===== src/rtl/mem_req_arbiter_pkg.sv =====
// Shared types for the two-port memory request arbiter: FSM states, port ids
// and the full byte-enable mask used for every read.
package mem_req_arbiter_pkg;

  localparam int XLEN_DEF   = 32;
  localparam int ADDR_W_DEF = 32;

  typedef enum logic [1:0] {
    IDLE  = 2'd0,
    ISSUE = 2'd1,
    WAIT  = 2'd2,
    RESP  = 2'd3
  } arb_state_t;

  typedef enum logic {
    PORT_I = 1'b0,
    PORT_D = 1'b1
  } arb_port_t;

  localparam logic [3:0] BE_FULL = 4'b1111;

  function automatic arb_port_t other_port(input arb_port_t p);
    return (p == PORT_I) ? PORT_D : PORT_I;
  endfunction

endpackage


===== src/rtl/mem_req_arbiter_rr_picker.sv =====
// Two-input chooser: a single requester always wins; on a tie either the data
// port wins (fixed priority) or the port that was not granted last time wins.
module mem_req_arbiter_rr_picker
  import mem_req_arbiter_pkg::*;
(
  input  logic [1:0] req_i,      // [0] = ifetch, [1] = data
  input  arb_port_t  last_i,
  input  logic       fix_pri_i,
  output arb_port_t  grant_o
);

  // Grant selection; an idle request vector defaults to ifetch and is never used
  always_comb begin
    grant_o = PORT_I;
    case (req_i)
      2'b01:   grant_o = PORT_I;
      2'b10:   grant_o = PORT_D;
      2'b11:   grant_o = fix_pri_i ? PORT_D : other_port(last_i);
      default: grant_o = PORT_I;
    endcase
  end

endmodule


===== src/rtl/mem_req_arbiter.sv =====
// Merges the ifetch and data request ports onto the single mem_sys_axil
// handshake, with a sticky watchdog for transactions that never complete.
module mem_req_arbiter
  import mem_req_arbiter_pkg::*;
#(
  parameter int XLEN        = 32,
  parameter int ADDR_W      = 32,
  parameter int FIX_PRI     = 0,
  parameter int TIMEOUT_CYC = 255
) (
  input  logic              clk,
  input  logic              rst,
  input  logic              i_valid,
  input  logic [ADDR_W-1:0] i_addr,
  output logic [XLEN-1:0]   i_data,
  output logic              i_done,
  input  logic              d_valid,
  input  logic              d_wr,
  input  logic [ADDR_W-1:0] d_addr,
  input  logic [XLEN-1:0]   d_wdata,
  input  logic [3:0]        d_be,
  output logic [XLEN-1:0]   d_rdata,
  output logic              d_done,
  output logic [ADDR_W-1:0] m_addr,
  output logic [XLEN-1:0]   m_data_in,
  output logic              m_wr,
  output logic              m_rd,
  output logic              m_valid,
  output logic [3:0]        m_be,
  input  logic [XLEN-1:0]   m_data_out,
  input  logic              m_done,
  output logic              err_timeout
);

  localparam int CNT_W = (TIMEOUT_CYC > 0) ? $clog2(TIMEOUT_CYC + 1) : 1;
  localparam logic [CNT_W-1:0] CNT_MAX = CNT_W'(TIMEOUT_CYC);

  arb_state_t        state_q, state_d;
  arb_port_t         last_q, last_d, winner_q, winner_d, grant_s;
  logic [ADDR_W-1:0] m_addr_q, m_addr_d;
  logic [XLEN-1:0]   m_wdata_q, m_wdata_d, i_data_q, i_data_d, d_rdata_q, d_rdata_d;
  logic [3:0]        m_be_q, m_be_d;
  logic              m_valid_q, m_valid_d, m_wr_q, m_wr_d, m_rd_q, m_rd_d;
  logic              i_done_q, i_done_d, d_done_q, d_done_d, err_q, err_d;
  logic [CNT_W-1:0]  wd_cnt_q, wd_cnt_d;

  mem_req_arbiter_rr_picker u_picker (
    .req_i     ({d_valid, i_valid}),
    .last_i    (last_q),
    .fix_pri_i (FIX_PRI != 0),
    .grant_o   (grant_s)
  );

  // Next-state and next-output logic for the IDLE/ISSUE/WAIT/RESP sequence
  always_comb begin
    state_d   = state_q;
    last_d    = last_q;
    winner_d  = winner_q;
    m_addr_d  = m_addr_q;
    m_wdata_d = m_wdata_q;
    m_be_d    = m_be_q;
    m_valid_d = m_valid_q;
    m_wr_d    = m_wr_q;
    m_rd_d    = m_rd_q;
    i_data_d  = i_data_q;
    d_rdata_d = d_rdata_q;
    i_done_d  = 1'b0;
    d_done_d  = 1'b0;
    wd_cnt_d  = wd_cnt_q;
    err_d     = err_q;
    case (state_q)
      IDLE: begin
        if (i_valid || d_valid) begin
          state_d   = ISSUE;
          winner_d  = grant_s;
          m_valid_d = 1'b1;
          if (grant_s == PORT_D) begin
            m_addr_d  = d_addr;
            m_wdata_d = d_wdata;
            m_be_d    = d_wr ? d_be : BE_FULL;
            m_wr_d    = d_wr;
            m_rd_d    = ~d_wr;
          end else begin
            m_addr_d  = i_addr;
            m_wdata_d = {XLEN{1'b0}};
            m_be_d    = BE_FULL;
            m_wr_d    = 1'b0;
            m_rd_d    = 1'b1;
          end
        end else begin
          state_d = IDLE;
        end
      end
      ISSUE: begin
        state_d  = WAIT;
        wd_cnt_d = {CNT_W{1'b0}};
      end
      WAIT: begin
        if (m_done) begin
          state_d   = RESP;
          m_valid_d = 1'b0;
          m_wr_d    = 1'b0;
          m_rd_d    = 1'b0;
          if (winner_q == PORT_D) begin
            d_rdata_d = m_data_out;
            d_done_d  = 1'b1;
          end else begin
            i_data_d  = m_data_out;
            i_done_d  = 1'b1;
          end
        end else begin
          // Saturating count; the FSM keeps waiting even after the flag sets
          if (wd_cnt_q != CNT_MAX) begin
            wd_cnt_d = wd_cnt_q + CNT_W'(1);
          end else begin
            wd_cnt_d = wd_cnt_q;
          end
          if ((TIMEOUT_CYC != 0) && (wd_cnt_d == CNT_MAX)) begin
            err_d = 1'b1;
          end else begin
            err_d = err_q;
          end
        end
      end
      RESP: begin
        last_d  = winner_q;
        state_d = IDLE;
      end
      default: state_d = IDLE;
    endcase
  end

  // State and output registers with synchronous reset
  always_ff @(posedge clk) begin
    if (rst) begin
      state_q   <= IDLE;
      last_q    <= PORT_I;
      winner_q  <= PORT_I;
      m_addr_q  <= {ADDR_W{1'b0}};
      m_wdata_q <= {XLEN{1'b0}};
      m_be_q    <= 4'b0000;
      m_valid_q <= 1'b0;
      m_wr_q    <= 1'b0;
      m_rd_q    <= 1'b0;
      i_data_q  <= {XLEN{1'b0}};
      d_rdata_q <= {XLEN{1'b0}};
      i_done_q  <= 1'b0;
      d_done_q  <= 1'b0;
      wd_cnt_q  <= {CNT_W{1'b0}};
      err_q     <= 1'b0;
    end else begin
      state_q   <= state_d;
      last_q    <= last_d;
      winner_q  <= winner_d;
      m_addr_q  <= m_addr_d;
      m_wdata_q <= m_wdata_d;
      m_be_q    <= m_be_d;
      m_valid_q <= m_valid_d;
      m_wr_q    <= m_wr_d;
      m_rd_q    <= m_rd_d;
      i_data_q  <= i_data_d;
      d_rdata_q <= d_rdata_d;
      i_done_q  <= i_done_d;
      d_done_q  <= d_done_d;
      wd_cnt_q  <= wd_cnt_d;
      err_q     <= err_d;
    end
  end

  assign i_data      = i_data_q;
  assign i_done      = i_done_q;
  assign d_rdata     = d_rdata_q;
  assign d_done      = d_done_q;
  assign m_addr      = m_addr_q;
  assign m_data_in   = m_wdata_q;
  assign m_wr        = m_wr_q;
  assign m_rd        = m_rd_q;
  assign m_valid     = m_valid_q;
  assign m_be        = m_be_q;
  assign err_timeout = err_q;

endmodule


===== config.mk =====
export PLATFORM = sky130hd
export DESIGN_NAME = mem_req_arbiter
export DESIGN_NICKNAME = d
export VERILOG_FILES = /design/src/rtl/mem_req_arbiter_pkg.sv /design/src/rtl/mem_req_arbiter_rr_picker.sv /design/src/rtl/mem_req_arbiter.sv
export SDC_FILE = /design/constraint.sdc
export NUM_CORES = 1
export LEC_CHECK = 0
export ABC_AREA = 1
export BUFFER_PORTS_ARGS = -buffer_cell sky130_fd_sc_hd__buf_4
export CORE_ASPECT_RATIO = 1.2
export CORE_MARGIN = 3
export CORE_UTILIZATION = 46
export DETAILED_ROUTE_END_ITERATION = 10
export GPL_ROUTABILITY_DRIVEN = 0
export PLACE_DENSITY_LB_ADDON = 0.12
export SYNTH_ARGS = -nofsm -noshare
export SYNTH_HDL_FRONTEND = slang
export SYNTH_SLANG_ARGS = --single-unit

===== constraint.sdc =====
create_clock -name clk -period 2 [get_ports clk]
set_input_delay 0.2 -clock clk [delete_from_list [all_inputs] [get_ports clk]]
set_output_delay 0.2 -clock clk [all_outputs]
set_load 0.02 [all_outputs]

==> results of run 1 <==
==> cell type report <==
type | count | area [um2]
timing repair buffer | 293 | 2240
clock inverter | 14 | 141
inverter | 47 | 176
clock buffer | 18 | 429
multi-input combinational | 505 | 2420
fill | 1026 | 3660
tap | 161 | 201
sequential | 150 | 3000
==> metal layers <==
metal	up-vias	track usage, %
li1	3018	-
met1	2579	27.2
met2	250	36.7
met3	35	8.22
met4	0	10.8
met5	-	0
==> power groups by stage <==
stage	logic, mW	registers [mW]	clock network [mW]
after floorplan	1.28	4.45	0
after global placement	3.27	3.85	0
after detailed placement	3.29	3.86	0
after CTS	3.29	3.81	3.11
after global routing	3.56	3.87	3.24
final	3.28	3.81	3.05
==> state kept, by name (all words and copies together) (netlist names) <==
register,count
m_valid,1
m_addr,32
d_rdata,32
m_data_in,32
wd_cnt_q,8
i_data,32
winner_q,1
m_rd,1
last_q,1
m_wr,1
state_q,2
d_done,1
err_timeout,1
m_be,4
i_done,1
==> worst max-delay path by stage <==
stage / to / slack, ps / depth (start not counted)
2_1_floorplan: m_data_in[23] / 600 / 8
4_1_cts: state_q[1] / 360 / 7
6_report: state_q[1] / 350 / 7
5_1_grt: d_rdata[23] / 170 / 6
3_5_place_dp: state_q[1] / 350 / 7
3_3_place_gp: d_rdata[22] / 430 / 6
==> stage by stage <==
stage               utilization [%]  power, mW
finish                         70.2       10.1
detailed placement             65.3       7.15
CTS                            70.1       10.2
floorplan                         -       5.73
global placement               65.3       7.12
global route                   70.2       10.7
==> kinds of logic after synthesis <==
kind of cell             count (synthesis)  share of synthesized area (%)
flip-flops                             150                           51.4
AND/OR/NAND/NOR                        280                           20.5
adder cells (fa/ha/maj)                  5                           1.07
buffers and inverters                  101                           7.14
AO/OA/AOI/OAI                          220                           19.9
==> placed cells by master, fill, tap and decap left out, types with 5 or more instances in the layout <==
| cell | Yosys | routed |
|---|---|---|
| buf_4 | 5 | 287 |
| dfxtp_1 | 150 | 150 |
| nand2_1 | 146 | 146 |
| o21ai_0 | 81 | 81 |
| a21oi_1 | 79 | 79 |
| nor2_1 | 74 | 74 |
| inv_1 | 40 | 40 |
| nand3_1 | 41 | 40 |
| a31oi_1 | 32 | 32 |
| o21ai_1 | 23 | 23 |
| clkbuf_16 | 0 | 17 |
| inv_2 | 6 | 6 |
| inv_6 | 0 | 6 |
| ha_1 | 5 | 5 |
==> worst reg2reg max path, cell delays in order (launching register included) <==
cell and delay, ps:
dfxtp_1 380, inv_1 80, ha_1 260, inv_2 100, or2_1 160, clkinv_1 250, o21ai_0 250, a21oi_1 60
==> what timing repair did <==
| action | 4_1_cts | 5_1_grt |
|---|---|---|
| hold buffers | 2 | 1 |
| hold endpoints to repair | 2 | 1 |
| endpoints found under the setup margin | 0 | 0 |
==> flow_summary.toml, run 1 <==
[global_routing]
antenna_found_initial = 0
grt_use_total_pct = 22.9
grt_pass1_vias = 5292
grt_pass1_wl_mm = 25.5
grt_max_degree = 50
grt_remaining_overflow = 0

[synthesis]
yosysWarnings = 0
ys_seq_area_share_pct = 51.4
synth_edf_count = 0
synth_nets = 899
synth_common_cells = "dfxtp_1 (150), nand2_1 (146), o21ai_0 (81)"
yosysMostFrequentCell = "dfxtp_1"
ys_types = 29
synth.top_cell.area_share_pct = 51.4
ys_async_sr_fraction_pct = 0
post_synth_instance_area_um2 = 5840
ys_seq_elements = 150
syn_inst = 756
synth_area_leaders = "dfxtp_1 (51%), nand2_1 (9.4%), o21ai_0 (6.9%)"
synth_largest_area_cell = "dfxtp_1"
postSynthAreaPerCell_um2 = 7.72
synth_ff_type = "dfxtp_1"

[timing]
drv_slew = 0
slew_headroom_pct = 61.6
tightest_slew_ps = 576
skew_ps = 8.47
fin_crit_sh_pct = 82.7
layout_setup_ws_ps = 345
fmax_mhz = 604
period_needed_ps = 1650
hold-worst-slack_ps = 20.9
final_hold_viol_count = 0
rsz0062_at_grt = "no"
finalSetupTns_ps = 0
finalSetupViolCount = 0

[route]
post_drt_wl_per_cell_um = 14.2
wl_met3_mm = 1.59
ant_nets = 0
dr_total_vias = 5882
route.met2.wl_mm = 8.04
drc = 0
via_per_inst = 4.95
wl_met1_mm = 6.69
first_pass_iters = 7
wl_mm = 16.8
top_layer = "met4"
drt_iter0_markers = 317

[clock_tree]
clockRootBuffer = "clkbuf_16"
cts.repair.resized = 0
cts_buffer_depth = 2
htree_levels = 4
cts.sinks = 150
cts_tree = "built"
clk_latency_ps = 410
cts.clk_slew.worst_paths_ps = 60
postCtsSetupRepairBufs = 0
cts_made_buffers = 17

[worst_setup_path]
ff2ff_setup_slack_ps = 350
cp.required_ps = 2290
max_stage_delay_ps = 380
worstSetupStartpointType = "flop"
endpoint_kind = "flop"
worst_path_max_delay_cell = "dfxtp_1"
crit_fanout = 10
arrival_ps = 1950
worst_r2r_endpoint = "state_q[1]"
r2r_start = "state_q[0]"
worstSetupPathType = "reg -> reg"
cp.buffers_inverters = 3
cp_top_family = "buffers and inverters"
crit_chain = "inv_1 -> ha_1 -> inv_2 -> or2_1 -> clkinv_1 -> o21ai_0 -> a21oi_1"
crit_start = "state_q[0]"
reg2reg_depth = 7

[pwr]
power.leakage_nw = 3.97
power_density_nw_per_um2 = 1180
ir_worst_vdd_uv = 637
p_switching_mw = 3.58
power_frac_clock_pct = 30.1
seq_power_share_pct = 37.6
p_int_mw = 6.57
p_comb_share_pct = 32.3
switching_share_pct = 35.3

[min_path]
hold_depth = 3
min_path_type = "in -> reg"
min_to = "m_be[2]"
hold_start = "d_be[2]"

[die]
fp.dieH_um = 129
start_util_pct = 47.6
ioPinCount = 276
dieArea_um2 = 14100
core_area_um2 = 12300
num_rows = 44
die_w_um = 109

[layout]
fin_nets = 1157
stdcell_count = 1188
antenna_cells = 0
area_growth_pct = 47.6
drive_above_1_share_pct = 33.6
design_area_um2 = 8620

[placement]
port-buffer-count = 275
dpl_worst_slack_ps = 354
placed_cells = 1153
dp_hpwl_mm = 12.4
postPlaceCellArea_um2 = 8020

[run_status]
outcome = "finished clean"

[flow_run]
max_cap_viol_count = 0
Power figures use the tool's default switching activity.
==> run 2, diff against run 1 <==
Settings changed: ABC_AREA 1 to 0, CORE_UTILIZATION 46 to 42.
Clock period 2 ns to 1.4 ns, I/O delays scaled along.
==> flow_summary.toml, run 2 <==
[worst_setup_path]
crit_chain = "ha_4 -> and3_4 -> a311oi_2 -> o21ai_1 -> o41ai_2"
cp.required_ps = 1720
crit_fanout = 5
r2r_start = "wd_cnt_q[0]"
max_stage_delay_ps = 330
cp.buffers_inverters = 0
worst_path_max_delay_cell = "dfxtp_2"
endpoint_kind = "flop"
ff2ff_setup_slack_ps = -70
worst_r2r_endpoint = "err_timeout"
reg2reg_depth = 5
cp_top_family = "compound AO/OA/AOI/OAI gates"
arrival_ps = 1790
worstSetupPathType = "reg -> reg"
worstSetupStartpointType = "flop"

[timing]
final_hold_viol_count = 1
fin_crit_sh_pct = 105
finalSetupViolCount = 2
tightest_slew_ps = 320
layout_setup_ws_ps = -69.9
fmax_mhz = 680
drv_slew = 0
skew_ps = 7.44
slew_headroom_pct = 78.1
rsz0062_at_grt = "yes"
period_needed_ps = 1470
hold-worst-slack_ps = -3.61

[clock_tree]
cts.sinks = 150
cts_buffer_depth = 2
htree_levels = 4
clockRootBuffer = "clkbuf_16"
clk_latency_ps = 420
cts.clk_slew.worst_paths_ps = 60
cts_made_buffers = 17
cts_tree = "built"

[die]
dieArea_um2 = 15200
num_rows = 46
die_w_um = 113
ioPinCount = 276
core_area_um2 = 13400
fp.dieH_um = 134
start_util_pct = 43.2

[synthesis]
ys_types = 41
synth-adder-area-share_pct = 1.08
synth_largest_area_cell = "dfxtp_1"
synth_nets = 807
yosysMostFrequentCell = "dfxtp_1"
syn_inst = 664
synth_top_family_by_area = "compound AO/OA/AOI/OAI gates"
synth_area_leaders = "dfxtp_1 (52%), nand2_1 (9.0%), a21oi_1 (6.7%)"
ys_seq_elements = 150
synth_compound_area_share_pct = 18.4
post_synth_instance_area_um2 = 5770
synth.area.mux_share_pct = 5.73
synthXorXnorAreaFrac_pct = 0.152
yosysWarnings = 0
postSynthAreaPerCell_um2 = 8.69
synth_edf_count = 0
ys_seq_area_share_pct = 52.0
synth.top_cell.area_share_pct = 52.0
yosys.area_share.simple_pct = 17.5
synth_common_cells = "dfxtp_1 (150), nand2_1 (138), nor2_1 (81)"
ys_async_sr_fraction_pct = 0
synth_ff_type = "dfxtp_1"

[route]
dr_total_vias = 6308
first_pass_iters = 5
drt_iter0_markers = 414
wl_mm = 20.2
via_per_inst = 5.27
drc = 0
ant_nets = 0
post_drt_wl_per_cell_um = 16.9

[placement]
dp_hpwl_mm = 12.7
postPlaceCellArea_um2 = 8180
dpl_worst_slack_ps = -77.0
port-buffer-count = 275

[min_path]
hold_start = "d_wdata[31]"
hold_depth = 3
min_path_type = "in -> reg"
min_to = "m_data_in[31]"

[global_routing]
grt_max_degree = 74
grt_pass1_wl_mm = 30.1
grt_pass1_vias = 6162
antenna_found_initial = 0
grt_use_total_pct = 24.5
grt_remaining_overflow = 0

[pwr]
p_comb_share_pct = 37.5
ir_worst_vdd_uv = 1090
switching_share_pct = 33.2
seq_power_share_pct = 33.8
p_int_mw = 10.8
p_switching_mw = 5.35
power.leakage_nw = 4.30
power_density_nw_per_um2 = 1630
power_frac_clock_pct = 28.7

[layout]
layout_common_cells = "buf_4 (300), dfxtp_1 (140), nand2_1 (136)"
fin_nets = 1158
area_growth_pct = 71.6
drive_above_1_share_pct = 40.2
design_area_um2 = 9900
antenna_cells = 0
final_common_cell = "buf_4"
fill_cells = 934

[run_status]
outcome = "finished with violations"
failed_checks = "hold timing, setup timing"

[flow_run]
max_cap_viol_count = 0
## run 2: cell types whose count changed after synthesis, sizes merged, moves of 4 or more
cell    before  now
a211oi       0   34
inv         46    5
mux2i        0   33
nand2      150  138
and3         0    4
a31oi       32    1
o21ai      106   14
a22oi        0   33
nor3         4    8
nand3       43    4
## run 2: what timing repair did
item | 4_1_cts | 5_1_grt
hold endpoints to repair | 96 | 0
gates resized for setup | 12 | 55
pin swaps | 5 | 13
hold buffers | 66 | 0
cloned | 2 | 3
setup endpoints to repair | 42 | 99
buffers inserted | 3 | 6
## run 2: how the worst max path moves through the flow
stage	startpoint	cells past startpoint	end	slack [ps]
after floorplan	wd_cnt_q[0]	5	err_timeout	-40
after global placement	wd_cnt_q[4]	4	err_timeout	-8
after detailed placement	state_q[0]	6	wd_cnt_q[1]	-80
after CTS	wd_cnt_q[1]	5	err_timeout	-40
after global routing	state_q[0]	6	wd_cnt_q[1]	-90
final	wd_cnt_q[0]	5	err_timeout	-70
## run 2: worst min-delay path: stages
cell and delay [ps]:
buf_4 80, a22oi_2 60, nor2_1 90
## run 2: logic make-up after synthesis
family / after synthesis
buf+inv: 57
flops: 150
simple gates: 249
compound gates: 169
mux: 33
xor+xnor: 1
fa+ha+maj: 5
## run 2: through the flow
| step | utilization [%] | TNS (ps) | hold slack (ps) | total power [mW] | cells |
|---|---|---|---|---|---|
| 2_1_floorplan | - | -43.9 | 276 | 8.38 | 664 |
| 3_3_place_gp | 61.2 | -7.84 | 370 | 10.4 | 1084 |
| 3_5_place_dp | 61.2 | -1100 | 381 | 10.5 | 1084 |
| 4_1_cts | 71.8 | -60.2 | 0.310 | 15.7 | 1187 |
| 5_1_grt | 74.1 | -406 | 21.7 | 16.8 | 1196 |
| 6_report | 74.1 | -97.0 | -3.61 | 16.1 | 1196 |
## run 2: cell type report
class                   count  area, um2  area share [%]
well taps                 168        210            2.12
multi-input cells         457       2750            27.8
clock buffers              23        478            4.83
flip-flops and latches    150       3030            30.6
clock inverters             9        124            1.25
inverters                   5       21.3           0.215
repair buffers            384       3290            33.2
## run 2: power groups by stage
stage               Clock (mW)  Sequential, mW  Combinational (mW)
floorplan                    0            6.27                2.11
global route              4.86            5.51                6.44
detailed placement           0            5.48                5.06
finish                    4.62            5.44                6.04
CTS                       4.68            5.42                5.59
global placement             0            5.46                4.94
## run 2: metal layers
layer	track usage (%)	part of all wire [%]	up-vias
met3	7.99	8.1	36
li1	-	-	2984
met2	44.0	53	282
met4	9.08	2.1	0
met5	0	0	-
met1	26.7	37	3006
